==> src/rtl/alu_seq.sv <==
// Handshaked ALU: single-cycle logic/arith ops, iterative shifts and a
// shift-add multiply, with results registered behind a valid/ready output.
module alu_seq #(
    parameter int WIDTH = 4,
    parameter int SHW   = $clog2(WIDTH)
) (
    input  logic             clk,
    input  logic             rst_n,
    input  logic             in_valid,
    output logic             in_ready,
    input  logic [3:0]       in_op,
    input  logic [WIDTH-1:0] in_a,
    input  logic [WIDTH-1:0] in_b,
    output logic             out_valid,
    input  logic             out_ready,
    output logic [WIDTH-1:0] out_res,
    output logic             out_zero,
    output logic             out_carry,
    output logic             out_overflow,
    output logic             out_illegal
);
    localparam logic [1:0] S_IDLE = 2'd0;
    localparam logic [1:0] S_EXEC = 2'd1;
    localparam logic [1:0] S_DONE = 2'd2;

    localparam logic [3:0] OP_SLL = 4'd8;
    localparam logic [3:0] OP_SRL = 4'd9;
    localparam logic [3:0] OP_SRA = 4'd10;
    localparam logic [3:0] OP_MUL = 4'd11;

    localparam int CW = SHW + 1;

    logic [1:0]       state_q, state_d;
    logic             rdy_q, rdy_d;
    logic [3:0]       op_q, op_d;
    logic [WIDTH-1:0] opa_q, opa_d;
    logic [WIDTH-1:0] hi_q, hi_d;
    logic [WIDTH-1:0] lo_q, lo_d;
    logic [CW-1:0]    cnt_q, cnt_d;
    logic [WIDTH-1:0] res_q, res_d;
    logic             zero_q, zero_d;
    logic             carry_q, carry_d;
    logic             ovf_q, ovf_d;
    logic             ill_q, ill_d;

    // Single-cycle datapath, evaluated on the request operands
    logic [WIDTH-1:0] alu_res;
    logic             alu_c, alu_v, alu_ill;
    logic [WIDTH:0]   sum_w;
    logic [SHW-1:0]   amt;
    logic             is_shift;

    assign amt      = in_b[SHW-1:0];
    assign is_shift = (in_op == OP_SLL) || (in_op == OP_SRL) || (in_op == OP_SRA);

    always_comb begin
        alu_res = '0;
        alu_c   = 1'b0;
        alu_v   = 1'b0;
        alu_ill = 1'b0;
        sum_w   = '0;
        case (in_op)
            4'd0: begin
                sum_w   = {1'b0, in_a} + {1'b0, in_b};
                alu_res = sum_w[WIDTH-1:0];
                alu_c   = sum_w[WIDTH];
                alu_v   = (in_a[WIDTH-1] == in_b[WIDTH-1]) && (alu_res[WIDTH-1] != in_a[WIDTH-1]);
            end
            4'd1: begin
                sum_w   = {1'b0, in_a} + {1'b0, ~in_b} + {{WIDTH{1'b0}}, 1'b1};
                alu_res = sum_w[WIDTH-1:0];
                alu_c   = sum_w[WIDTH];
                alu_v   = (in_a[WIDTH-1] != in_b[WIDTH-1]) && (alu_res[WIDTH-1] != in_a[WIDTH-1]);
            end
            4'd2:    alu_res = ~in_a;
            4'd3:    alu_res = in_a & in_b;
            4'd4:    alu_res = in_a | in_b;
            4'd5:    alu_res = in_a ^ in_b;
            4'd6:    alu_res = {{(WIDTH-1){1'b0}}, $signed(in_a) < $signed(in_b)};
            4'd7:    alu_res = {{(WIDTH-1){1'b0}}, in_a == in_b};
            4'd8, 4'd9, 4'd10: alu_res = in_a;  // only reached with amount 0
            4'd11:   alu_res = '0;
            default: alu_ill = 1'b1;
        endcase
    end

    // One iteration: a 1-bit shift, or one shift-add multiply step on {hi,lo}
    logic [WIDTH-1:0] step_hi, step_lo;
    logic             step_c;
    logic [WIDTH:0]   msum;

    always_comb begin
        step_hi = hi_q;
        step_lo = lo_q;
        step_c  = 1'b0;
        msum    = {1'b0, hi_q} + (lo_q[0] ? {1'b0, opa_q} : '0);
        case (op_q)
            OP_SLL: {step_c, step_hi} = {hi_q, 1'b0};
            OP_SRL: {step_hi, step_c} = {1'b0, hi_q};
            OP_SRA: {step_hi, step_c} = {hi_q[WIDTH-1], hi_q};
            default: begin
                step_hi = msum[WIDTH:1];
                step_lo = {msum[0], lo_q[WIDTH-1:1]};
            end
        endcase
    end

    always_comb begin
        state_d = state_q;
        op_d    = op_q;
        opa_d   = opa_q;
        hi_d    = hi_q;
        lo_d    = lo_q;
        cnt_d   = cnt_q;
        res_d   = res_q;
        zero_d  = zero_q;
        carry_d = carry_q;
        ovf_d   = ovf_q;
        ill_d   = ill_q;
        case (state_q)
            S_IDLE: if (in_valid && rdy_q) begin
                op_d  = in_op;
                opa_d = in_a;
                hi_d  = (in_op == OP_MUL) ? '0 : in_a;
                lo_d  = in_b;
                if (in_op == OP_MUL) begin
                    cnt_d   = CW'(WIDTH);
                    state_d = S_EXEC;
                end else if (is_shift && amt != '0) begin
                    cnt_d   = CW'(amt);
                    state_d = S_EXEC;
                end else begin
                    state_d = S_DONE;
                    res_d   = alu_res;
                    zero_d  = (alu_res == '0);
                    carry_d = alu_c;
                    ovf_d   = alu_v;
                    ill_d   = alu_ill;
                end
            end
            S_EXEC: begin
                hi_d  = step_hi;
                lo_d  = step_lo;
                cnt_d = cnt_q - 1'b1;
                if (cnt_q == CW'(1)) begin
                    state_d = S_DONE;
                    res_d   = (op_q == OP_MUL) ? step_lo : step_hi;
                    zero_d  = (((op_q == OP_MUL) ? step_lo : step_hi) == '0);
                    carry_d = (op_q == OP_MUL) ? (|step_hi) : step_c;
                    ovf_d   = 1'b0;
                    ill_d   = 1'b0;
                end
            end
            S_DONE:  if (out_ready) state_d = S_IDLE;
            default: state_d = S_IDLE;
        endcase
        rdy_d = (state_d == S_IDLE);
    end

    always_ff @(posedge clk or negedge rst_n) begin
        if (!rst_n) begin
            state_q <= S_IDLE;
            rdy_q   <= 1'b0;
            op_q    <= '0;
            opa_q   <= '0;
            hi_q    <= '0;
            lo_q    <= '0;
            cnt_q   <= '0;
            res_q   <= '0;
            zero_q  <= 1'b0;
            carry_q <= 1'b0;
            ovf_q   <= 1'b0;
            ill_q   <= 1'b0;
        end else begin
            state_q <= state_d;
            rdy_q   <= rdy_d;
            op_q    <= op_d;
            opa_q   <= opa_d;
            hi_q    <= hi_d;
            lo_q    <= lo_d;
            cnt_q   <= cnt_d;
            res_q   <= res_d;
            zero_q  <= zero_d;
            carry_q <= carry_d;
            ovf_q   <= ovf_d;
            ill_q   <= ill_d;
        end
    end

    assign in_ready     = rdy_q;
    assign out_valid    = (state_q == S_DONE);
    assign out_res      = res_q;
    assign out_zero     = zero_q;
    assign out_carry    = carry_q;
    assign out_overflow = ovf_q;
    assign out_illegal  = ill_q;
endmodule

==> config.mk <==
export PLATFORM = sky130hd
export DESIGN_NAME = alu_seq
export DESIGN_NICKNAME = d
export VERILOG_FILES = /design/src/rtl/alu_seq.sv
export SDC_FILE = /design/constraint.sdc
export NUM_CORES = 1
export LEC_CHECK = 0
export CAP_MARGIN = 20
export CORE_MARGIN = 10
export CORE_UTILIZATION = 50
export CTS_BUF_LIST = sky130_fd_sc_hd__clkbuf_4 sky130_fd_sc_hd__clkbuf_8
export CTS_CLUSTER_DIAMETER = 40
export DETAILED_ROUTE_END_ITERATION = 10
export GPL_TIMING_DRIVEN = 0
export PLACE_DENSITY = 0.71
export SLEW_MARGIN = 20
export SYNTH_ARGS = -nofsm -noshare
export SYNTH_HDL_FRONTEND = slang
export SYNTH_SLANG_ARGS = --single-unit
==> constraint.sdc <==
create_clock -name clk -period 3.2 [get_ports clk]
set_clock_uncertainty 0.15 [all_clocks]
set_input_delay 0.32 -clock clk [delete_from_list [all_inputs] [get_ports clk]]
set_output_delay 0.32 -clock clk [all_outputs]
set_load 0.005 [all_outputs]
# --- After elaboration in Yosys (flattened, before gate mapping) ---
# Cells that the tools add are included.
totals:
  register_bits: 30
  out_inout_bits: 10
  latchBits: 0
  mem_bits_rw: 0
  inputBits: 16
  rom_bits: 0
  memories: 0
classes:
  shifts: 0
  bitwise: 5
  add_sub_neg: 5
  mux: 49
  div_mod_pow: 0
  mul: 0
  magnitude_cmp: 1
  n_eq_ne: 28
  reduce_logical: 22
ops:
  columns: ["cell", "count"]
  rows:
  - ["4-bit two-way mux", 10]
  - ["4-bit case mux with 9 select lines", 1]
  - ["4-bit equality test, second input constant", 8]
  - ["4-bit case mux with 2 select lines", 3]
  - ["1-bit two-way mux", 17]
  - ["4-bit by 3-bit equality test with 1-bit output, second input constant", 4]
  - ["4-bit by 4-bit adder with 5-bit output", 3]
  - ["1-bit case mux with 2 select lines", 7]
  - ["4-bit zero test", 3]
  - ["4-bit case mux with 3 select lines", 1]
  - ["11-bit OR reduction", 1]
  - ["2-bit two-way mux", 5]
  - ["3-bit two-way mux", 3]
  - ["4-bit by 2-bit equality test with 1-bit output, second input constant", 2]
  - ["2-bit != test, second input constant", 4]
  - ["4-bit inverter", 2]
  - ["2-bit case mux with 3 select lines", 1]
  - ["3-bit case mux with 2 select lines", 1]
  - ["3-bit OR reduction", 2]
  - ["5-bit by 1-bit adder with 5-bit output, second input constant", 1]
  - ["5-bit AND reduction", 1]
  - ["4-bit AND", 1]
  - ["4-bit by 1-bit equality test with 1-bit output, second input constant", 1]
  - ["4-bit equality test", 1]
  - ["18 further kinds", 27]

# --- Logic depth before layout (Yosys ltp) ---
# Gate-level depths: netlist of the first run.
logic_depth:
  depth_word: 10
  depth_mapped: 10
  depth_no_buf: 9

# --- Worst setup path before layout of the first run ---
# Ideal clock, no wire load.
synth_path:
  kind: "register to register"
  start: "reg lo_q[0]"
  end: "reg zero_q (netlist: out_zero)"
  path_buffers: 0
  stages_incl_launch_ff: 9
  slack_ns: 0.819
  setup_ns: 0.104
  arrival_ns: 2.127
  required_time_ns: 2.946
  cell_sequence: "dfrtp_1 -> and2_1 -> ha_1 -> fa_1 -> a21o_1 -> a221oi_2 -> a311oi_1 -> a211o_1 -> o311ai_1"
synth_via:
  elab_chain_cells: 7
  elab_cells_between_ends: 8
  classes_between: "add/sub: 1; mux: 6; reduce/logical: 1"
synth_lines:
  columns: ["element", "line_no", "source"]
  rows:
  - ["start: declaration", "38", "logic [WIDTH-1:0] lo_q, lo_d;"]
  - ["start signal: assignment", "180", "lo_q <= lo_d;"]
  - ["4-bit two-way mux", "96", "msum = {1'b0, hi_q} + (lo_q[0] ? {1'b0, opa_q} : '0);"]
  - ["4-bit by 4-bit adder with 5-bit output", "96", null]
  - ["4-bit case mux with 3 select lines or 4-bit two-way mux (tied branches)", "97", "case (op_q)"]
  - ["4-bit two-way mux *", "148", "zero_d = (((op_q == OP_MUL) ? step_lo : step_hi) == '0);"]
  - ["4-bit zero test *", "148", null]
  - ["1-bit two-way mux *", "145", "if (cnt_q == CW'(1)) begin"]
  - ["1-bit case mux with 2 select lines *", "120", "case (state_q)"]
  - ["end signal: assignment", "183", "zero_q <= zero_d;"]
  - ["end: declaration", "41", "logic zero_q, zero_d;"]
# Every way passes the cells marked *; elsewhere a longest branch is shown, timed or not. The select of a mux whose other input is x is not followed.
# A chain may end at the register's enable or synchronous reset.

# --- Worst setup path after layout of the first run ---
layout_path:
  start: "in in_a[3]"
  end: "reg res_q[0] (netlist: out_res[0])"
layout_via:
  elab_chain_cells: 6
  elab_cells_between_ends: 7
  classes_between: "order compare: 1; eq/ne: 1; mux: 5"
layout_lines:
  columns: ["element", "line_no", "source"]
  rows:
  - ["start: declaration", "12", "input logic [WIDTH-1:0] in_a,"]
  - ["4-bit < comparator or 4-bit equality test (tied branches)", "79, 80", null]
  - ["4-bit case mux with 9 select lines *", "62", "case (in_op)"]
  - ["4-bit two-way mux *", "129", "end else if (is_shift && amt != '0) begin"]
  - ["4-bit two-way mux *", "126", "if (in_op == OP_MUL) begin"]
  - ["4-bit two-way mux *", "121", "S_IDLE: if (in_valid && rdy_q) begin"]
  - ["4-bit case mux with 2 select lines *", "120", null]
  - ["end signal: assignment", "182", "res_q <= res_d;"]
  - ["end: declaration", "40", "logic [WIDTH-1:0] res_q, res_d;"]
# Marked as above.

==> impl_metrics.env, run 1 <==
export IMPL_netlist_cell_type_count=72
export IMPL_core_area_mm2=0.005107
export IMPL_maxCapViolations=0
export IMPL_via_per_inst=5.990
export IMPL_worstHoldPathType="primary input to flip-flop"
export IMPL_cts_setup_buffers=0
export IMPL_synth_top_area_frac=0.2856
export IMPL_drv_slew=0
export IMPL_gr_usage_met3=0.01937
export IMPL_seq_area_frac_synth=0.2856
export IMPL_fmax_mhz=356.2
export IMPL_root_buffer="clkbuf_8"
export IMPL_pre_cts_slack_ns=0.1034
export IMPL_worstSetupEndpointType="flip-flop"
export IMPL_fin_crit_sh=0.8773
export IMPL_syn_inst=299
export IMPL_worstSetupPathType="primary input to flip-flop"
export IMPL_grt_pass1_vias=2435
export IMPL_p_seq_frac=0.294
export IMPL_layout_drive_gt1_share=0.1390
export IMPL_dp_hpwl_mm=5.503
export IMPL_pwr_density_cell_mw_per_mm2=804.4
export IMPL_async_flop_share=1.000
export IMPL_grt_total_usage=0.1715
export IMPL_avgSynthCellArea_um2=8.792
export IMPL_setup_violations=0
export IMPL_synthAdderAreaFrac=0.1085
export IMPL_gr_max_usage_layer="met2"
export IMPL_vias=2402
export IMPL_cp_data_arrival_time_ns=2.83
export IMPL_ys_warn_count=0
export IMPL_p_leak_nw=1.339
export IMPL_startpoint_type="primary input"
export IMPL_use_met1=0.2219
export IMPL_port_buffers=23
export IMPL_synth_fp_nets=336
export IMPL_die_width_um=92.51
export IMPL_syn_area_mm2=0.002629
export IMPL_cpLargestDelayFamily="buffers and inverters"
export IMPL_cts_sinks=30
export IMPL_worst_slew_pin_slew_ns=0.6850
export IMPL_rsz0062_at_grt="no"
export IMPL_tritoncts="built"
export IMPL_fin_tns_setup_ns=0
export IMPL_wl_mm=7.166
export IMPL_setup_ws_ns=0.3925
export IMPL_drt_initial_drc_count=139
export IMPL_synth_xor_area_frac=0.02332
export IMPL_yosys_top_cells_area="dfrtp_1, ha_1, nand2_1, a21oi_1, o21ai_0"
export IMPL_cts_max_path_buffers=2
export IMPL_synth_edf_count=0
export IMPL_area_delta_synth_final_pct=15.90
export IMPL_status="complete, no violations"
export IMPL_hold_ws_ns=0.2809
export IMPL_ant_nets=0
export IMPL_synth_top_cell_by_area="dfrtp_1"
export IMPL_gp_congestion=0.9559
export IMPL_insertion_delay_ns=0.29
export IMPL_grt_first_pass_wirelength_mm=12.00
export IMPL_critPathRequiredTime_ns=3.22
export IMPL_wl_per_cell_um=17.87
export IMPL_clk_pin_slew_worst_paths_ns=0.06
export IMPL_p_int_w=0.001376
export IMPL_grt_ovfl_total=0
export IMPL_cts_buffers=5
export IMPL_antenna_found_initial=0
export IMPL_hold_viol_final=0
export IMPL_switching_power_w=0.001075
export IMPL_swShare=0.4387
export IMPL_synth_top_family_by_area="simple AND/OR/NAND/NOR gates"
export IMPL_grt_max_degree=31
export IMPL_cp_max_fo=10
export IMPL_n_antenna_cell=0
export IMPL_place_inst=392
export IMPL_first_pass_iters=5
export IMPL_slowest_delay_ns=0.51
export IMPL_rows=26
export IMPL_clkPwrFrac=0.135
export IMPL_p_comb_frac=0.571
export IMPL_ioPinCount=26
export IMPL_final_nets=367
export IMPL_synth_simple_gate_area_frac=0.2475
export IMPL_path_buf_inv=4
export IMPL_synthMuxAreaShare=0.02475
export IMPL_cp_cell_sequence="clkdlybuf4s50_1 > clkbuf_1 > inv_1 > ha_1 > buf_2 > and4bb_1 > a22oi_2 > a31oi_1 > a311oi_2 > nand2_1 > a22o_1"
export IMPL_slew_headroom=0.5433
export IMPL_instances_no_fill=401
export IMPL_synth_compound_area_frac=0.2356
export IMPL_synth_ff_type="dfrtp_1"
export IMPL_crit_slowest_cell="clkdlybuf4s50_1"
export IMPL_h_tree_depth=2
export IMPL_met2_usage=0.2865
export IMPL_ir_drop_v=0.0003444
export IMPL_fin_crit_ns=2.807
export IMPL_start_util=0.5147
export IMPL_fp_dieArea_mm2=0.008558
export IMPL_drc=0
export IMPL_synth_seq_cells=30
export IMPL_fp_dieH_um=92.51
cell type report:
type / count / area (um2)
fill: 467 / 2061
multi-input combinational: 234 / 1682
sequential: 30 / 750.7
timing repair buffer: 24 / 235.2
buffer: 21 / 143.9
clock buffer: 7 / 90.09
tap: 70 / 87.58
inverter: 14 / 52.55
clock inverter: 1 / 5.005
cell families after synthesis:
family	Yosys count
AOI/OAI and AO/OA	85
xor gates and xnor gates	7
adders and majority gates	21
buffers and inverters	35
DFF	30
muxes	6
and+or+nand+nor	115
sequential cells by signal (all words and copies together), names as in the netlist, 2 cells and up:
name and flops:
cnt_q 3, hi_q 4, lo_q 4, op_q 4
opa_q 4, out_res 4, state_q 2
power by group through the flow:
stage          Sequential (W)  Combinational (W)  Clock (W)
4_1_cts              0.000720            0.00139   0.000334
2_1_floorplan        0.000680           0.000993          0
3_5_place_dp         0.000726            0.00139          0
6_report             0.000721            0.00140   0.000332
5_1_grt              0.000749            0.00155   0.000348
3_3_place_gp         0.000718            0.00136          0
timing repair:
action                     in CTS  in global routing
gates resized for setup         0                  0
hold buffers                    1                  0
hold endpoints to repair       30                  0
setup endpoints to repair       0                  0
layer usage:
metal | vias up | wire, um
met5 | - | 0
met4 | 0 | 98
met3 | 6 | 455
met2 | 93 | 3489
met1 | 1149 | 3122
li1 | 1154 | -
per-stage QoR:
stage                     area [um2]  total power [W]  utilization
final                           3047         0.002451       0.5965
after global routing            3047         0.002646       0.5965
after CTS                       3047         0.002446       0.5965
after detailed placement        2942         0.002112       0.5759
after global placement          2947         0.002079       0.5769
after floorplan                 2629         0.001673            -
worst min-delay path: stages:
cell	delay [ns]
buf_4	0.15
inv_2	0.11
o21ai_0	0.09
path summary, 6_finish.rpt:
kind	start	end	slack, ns	cells after the start
max in group asynchronous	rst_n	out_res[3]	1.99	2
hold / removal	in_op[2]	op_q[2]	0.28	3
setup reg to reg	lo_q[0]	out_zero	0.55	8
hold reg to reg	opa_q[3]	opa_q[3]	0.33	2
setup / recovery	in_a[3]	out_res[0]	0.39	11
min in group asynchronous	rst_n	out_illegal	0.46	2
cell usage in the layout, fill, tap and decap left out, types with 6 or more instances in the layout:
cell and count:
a211oi_1 6, a21oi_1 15, a31oi_1 6, buf_4 8, clkbuf_8 6, clkdlybuf4s50_1 22
dfrtp_1 30, ha_1 18, inv_1 13, nand2_1 36, nand2b_1 9, nand3_1 8
nor2_1 14, nor2b_1 6, o21ai_0 14, o22ai_1 6
cell usage after synthesis (all sizes together), types with 2 or more instances:
cell type	instances
fa	3
o21bai	3
nor2	15
a21oi	15
or4	3
mux2i	5
o22ai	6
a21o	5
and3	3
dfrtp	30
nor3	5
xor2	2
or3	2
nand3	9
xnor2	5
nand4b	2
inv	14
ha	18
nor2b	6
nor4b	2
nand2	38
a221oi	4
a22oi	3
a211oi	7
nor4	5
nor3b	4
a32oi	2
o21ai	17
a211o	2
clkbuf	5
nand2b	10
a31oi	8
and2	4
buf	16
a311oi	3
(Power assumes the default switching activity.)
==> inputs of run 2 (changes only) <==
ABC_AREA = 1   (was not set)
PLACE_DENSITY = 0.74   (was 0.71)
==> run 2 against run 1 <==
  * Sequential power is 4.4% lower
  * Global-route usage decreased by 0.43 points
  * Maximum frequency increased by 13%
  * Core utilization is 1.9 points higher
  * Wire length decreased by 4.9%
  * Clock-buffer cell count is the same
  * Area after synthesis decreased by 3.7%
  * Non-clock buffer count decreased by 15
  * Design area shrank 2.7%
  * Die area fell by 2.9%
  * Combinational power down 13%
  * First-iteration DRC count rose by 45%
  * Critical endpoint is now out_zero
  * Largest cell class unchanged
  * Largest power group unchanged
==> impl_metrics.env, run 2 <==
export IMPL_synth_common_cells="nand2_1, inv_1, nor2_1, nand3_1, dfrtp_1"
export IMPL_p_leak_nw=1.551
export IMPL_rsz0062_at_grt="no"
export IMPL_grt_total_usage=0.1673
export IMPL_drv_slew=0
export IMPL_rows=25
export IMPL_cp_max_fo=7
export IMPL_switching_power_w=0.001021
export IMPL_cts_buffers=5
export IMPL_fin_crit_ns=2.483
export IMPL_setup_violations=0
export IMPL_clkPwrFrac=0.149
export IMPL_start_util=0.5255
export IMPL_synth_ff_type="dfrtp_1"
export IMPL_drt_initial_drc_count=202
export IMPL_ir_drop_v=0.0002598
export IMPL_insertion_delay_ns=0.29
export IMPL_ioPinCount=26
export IMPL_grt_ovfl_total=0
export IMPL_ant_nets=0
export IMPL_final_common_cell="nand2_1"
export IMPL_yosys_top_cells_area="dfrtp_1, nand2_1, ha_1, inv_1, nand3_1"
export IMPL_drc=0
export IMPL_cts_sinks=30
export IMPL_syn_area_mm2=0.002531
export IMPL_cts_max_path_buffers=2
export IMPL_fp_dieArea_mm2=0.008308
export IMPL_via_per_inst=5.252
export IMPL_synth_fp_nets=421
export IMPL_fin_crit_sh=0.7760
export IMPL_cts_repair_resized=0
export IMPL_grt_pass1_vias=2498
export IMPL_regToRegSetupSlack_ns=0.99
export IMPL_tritoncts="built"
export IMPL_worstSetupEndpointType="flip-flop"
export IMPL_worstHoldPathType="flip-flop to flip-flop"
export IMPL_grt_first_pass_wirelength_mm=11.62
export IMPL_synth_top_area_frac=0.2966
export IMPL_wl_per_cell_um=14.05
export IMPL_place_area_mm2=0.002860
export IMPL_maxCapViolations=0
export IMPL_p_comb_frac=0.544
export IMPL_fin_tns_setup_ns=0
export IMPL_clk_pin_slew_worst_paths_ns=0.07
export IMPL_first_pass_iters=5
export IMPL_seq_area_frac_synth=0.2966
export IMPL_antenna_found_initial=0
export IMPL_hold_viol_final=0
export IMPL_final_area_mm2=0.002965
export IMPL_area_delta_synth_final_pct=17.15
export IMPL_h_tree_depth=2
export IMPL_syn_inst=384
export IMPL_place_inst=476
export IMPL_avgSynthCellArea_um2=6.592
export IMPL_final_nets=454
export IMPL_netlist_cell_type_count=33
export IMPL_synth_most_common_cell="nand2_1"
export IMPL_instances_no_fill=485
export IMPL_fp_dieH_um=91.15
export IMPL_wl_mm=6.815
export IMPL_synth_seq_cells=30
export IMPL_fmax_mhz=402.7
export IMPL_swShare=0.4546
export IMPL_ys_warn_count=0
export IMPL_p_seq_frac=0.307
export IMPL_pwr_density_cell_mw_per_mm2=757.2
export IMPL_critPathRequiredTime_ns=3.28
export IMPL_grt_max_degree=31
export IMPL_die_width_um=91.15
export IMPL_status="complete, no violations"
export IMPL_synth_top_cell_by_area="dfrtp_1"
export IMPL_dp_hpwl_mm=5.445
export IMPL_gp_congestion=0.9056
export IMPL_root_buffer="clkbuf_8"
export IMPL_port_buffers=25
export IMPL_core_area_mm2=0.004817
export IMPL_worst_slew_pin_slew_ns=0.6821
export IMPL_cp_data_arrival_time_ns=2.56
export IMPL_slew_headroom=0.5452
export IMPL_p_int_w=0.001224
export IMPL_cts_setup_buffers=0
export IMPL_n_antenna_cell=0
export IMPL_async_flop_share=1.000
export IMPL_synth_edf_count=0
export IMPL_layout_drive_gt1_share=0.06459
export IMPL_vias=2547
export IMPL_startpoint_type="primary input"
export IMPL_worstSetupPathType="primary input to flip-flop"
export IMPL_most_common_layout_cells="nand2_1, inv_1, nor2_1"
## run 2: stage by stage
stage / hold WS [ns] / power [W] / setup slack (ns) / utilization
after floorplan: -0.1256 / 0.001518 / 1.190 / -
after global placement: 0.3148 / 0.001878 / 0.5062 / 0.5948
after detailed placement: 0.2486 / 0.001903 / 0.4691 / 0.5938
after CTS: 0.3332 / 0.002239 / 0.7612 / 0.6156
after global routing: 0.3635 / 0.002452 / 0.4930 / 0.6156
final: 0.3291 / 0.002245 / 0.7168 / 0.6156
## run 2: cell type report
cell class              count  area [um2]
well taps                  67       83.83
inverters                  59       221.5
clock inverters             1       5.005
clock buffers               7       90.09
multi-input cells         291        1543
flip-flops and latches     30       750.7
fillers                   470        1852
plain buffers               4       16.27
repair buffers             26       255.2
## run 2: repair_timing
action	4_1_cts	5_1_grt
endpoints found under the setup margin	0	0
hold endpoints to repair	30	0
hold buffers	1	0
## run 2: path summary, 6_finish.rpt
check / startpoint / to / cells after the start
setup / recovery: in_a[2] / out_zero / 15
hold / removal: out_carry / out_carry / 2
setup reg to reg: lo_q[0] / out_carry / 13
hold reg to reg: out_carry / out_carry / 2
max in group asynchronous: rst_n / cnt_q[0] / 2
min in group asynchronous: rst_n / hi_q[2] / 2
## run 2: kinds of logic after synthesis
| kind of cell | after synthesis | synth area share |
|---|---|---|
| AO/OA/AOI/OAI | 50 | 0.1206 |
| XOR/XNOR | 2 | 0.006922 |
| adder cells (fa/ha/maj) | 21 | 0.1127 |
| buffers and inverters | 63 | 0.09392 |
| flip-flops | 30 | 0.2966 |
| AND/OR/NAND/NOR | 218 | 0.3693 |
## run 2: worst max-delay path, cell delays in order
cell and delay, ns:
clkdlybuf4s50_1 0.61, inv_1 0.13, ha_1 0.42, inv_1 0.13
a21oi_1 0.15, nand2_1 0.12, nand2_1 0.08, nand3_1 0.06
nand2_1 0.06, inv_1 0.04, nor2_1 0.20, nand2_1 0.08
nand2_1 0.07, nand2_1 0.05, nand2_1 0.07
## run 2: power by group through the flow
stage | Combinational [W] | Sequential, W | Clock, W
floorplan | 0.000849 | 0.000669 | 0
global placement | 0.00119 | 0.000688 | 0
detailed placement | 0.00121 | 0.000694 | 0
CTS | 0.00122 | 0.000688 | 0.000333
global route | 0.00139 | 0.000713 | 0.000351
finish | 0.00122 | 0.000689 | 0.000335
## run 2: per-layer routing
layer  share of wire  vias up  GRT usage
li1                -     1296          -
met1            0.45     1152     0.2048
met2            0.49       88     0.2918
met3           0.045       11    0.02387
met4           0.017        0    0.05744
met5               0        -          0
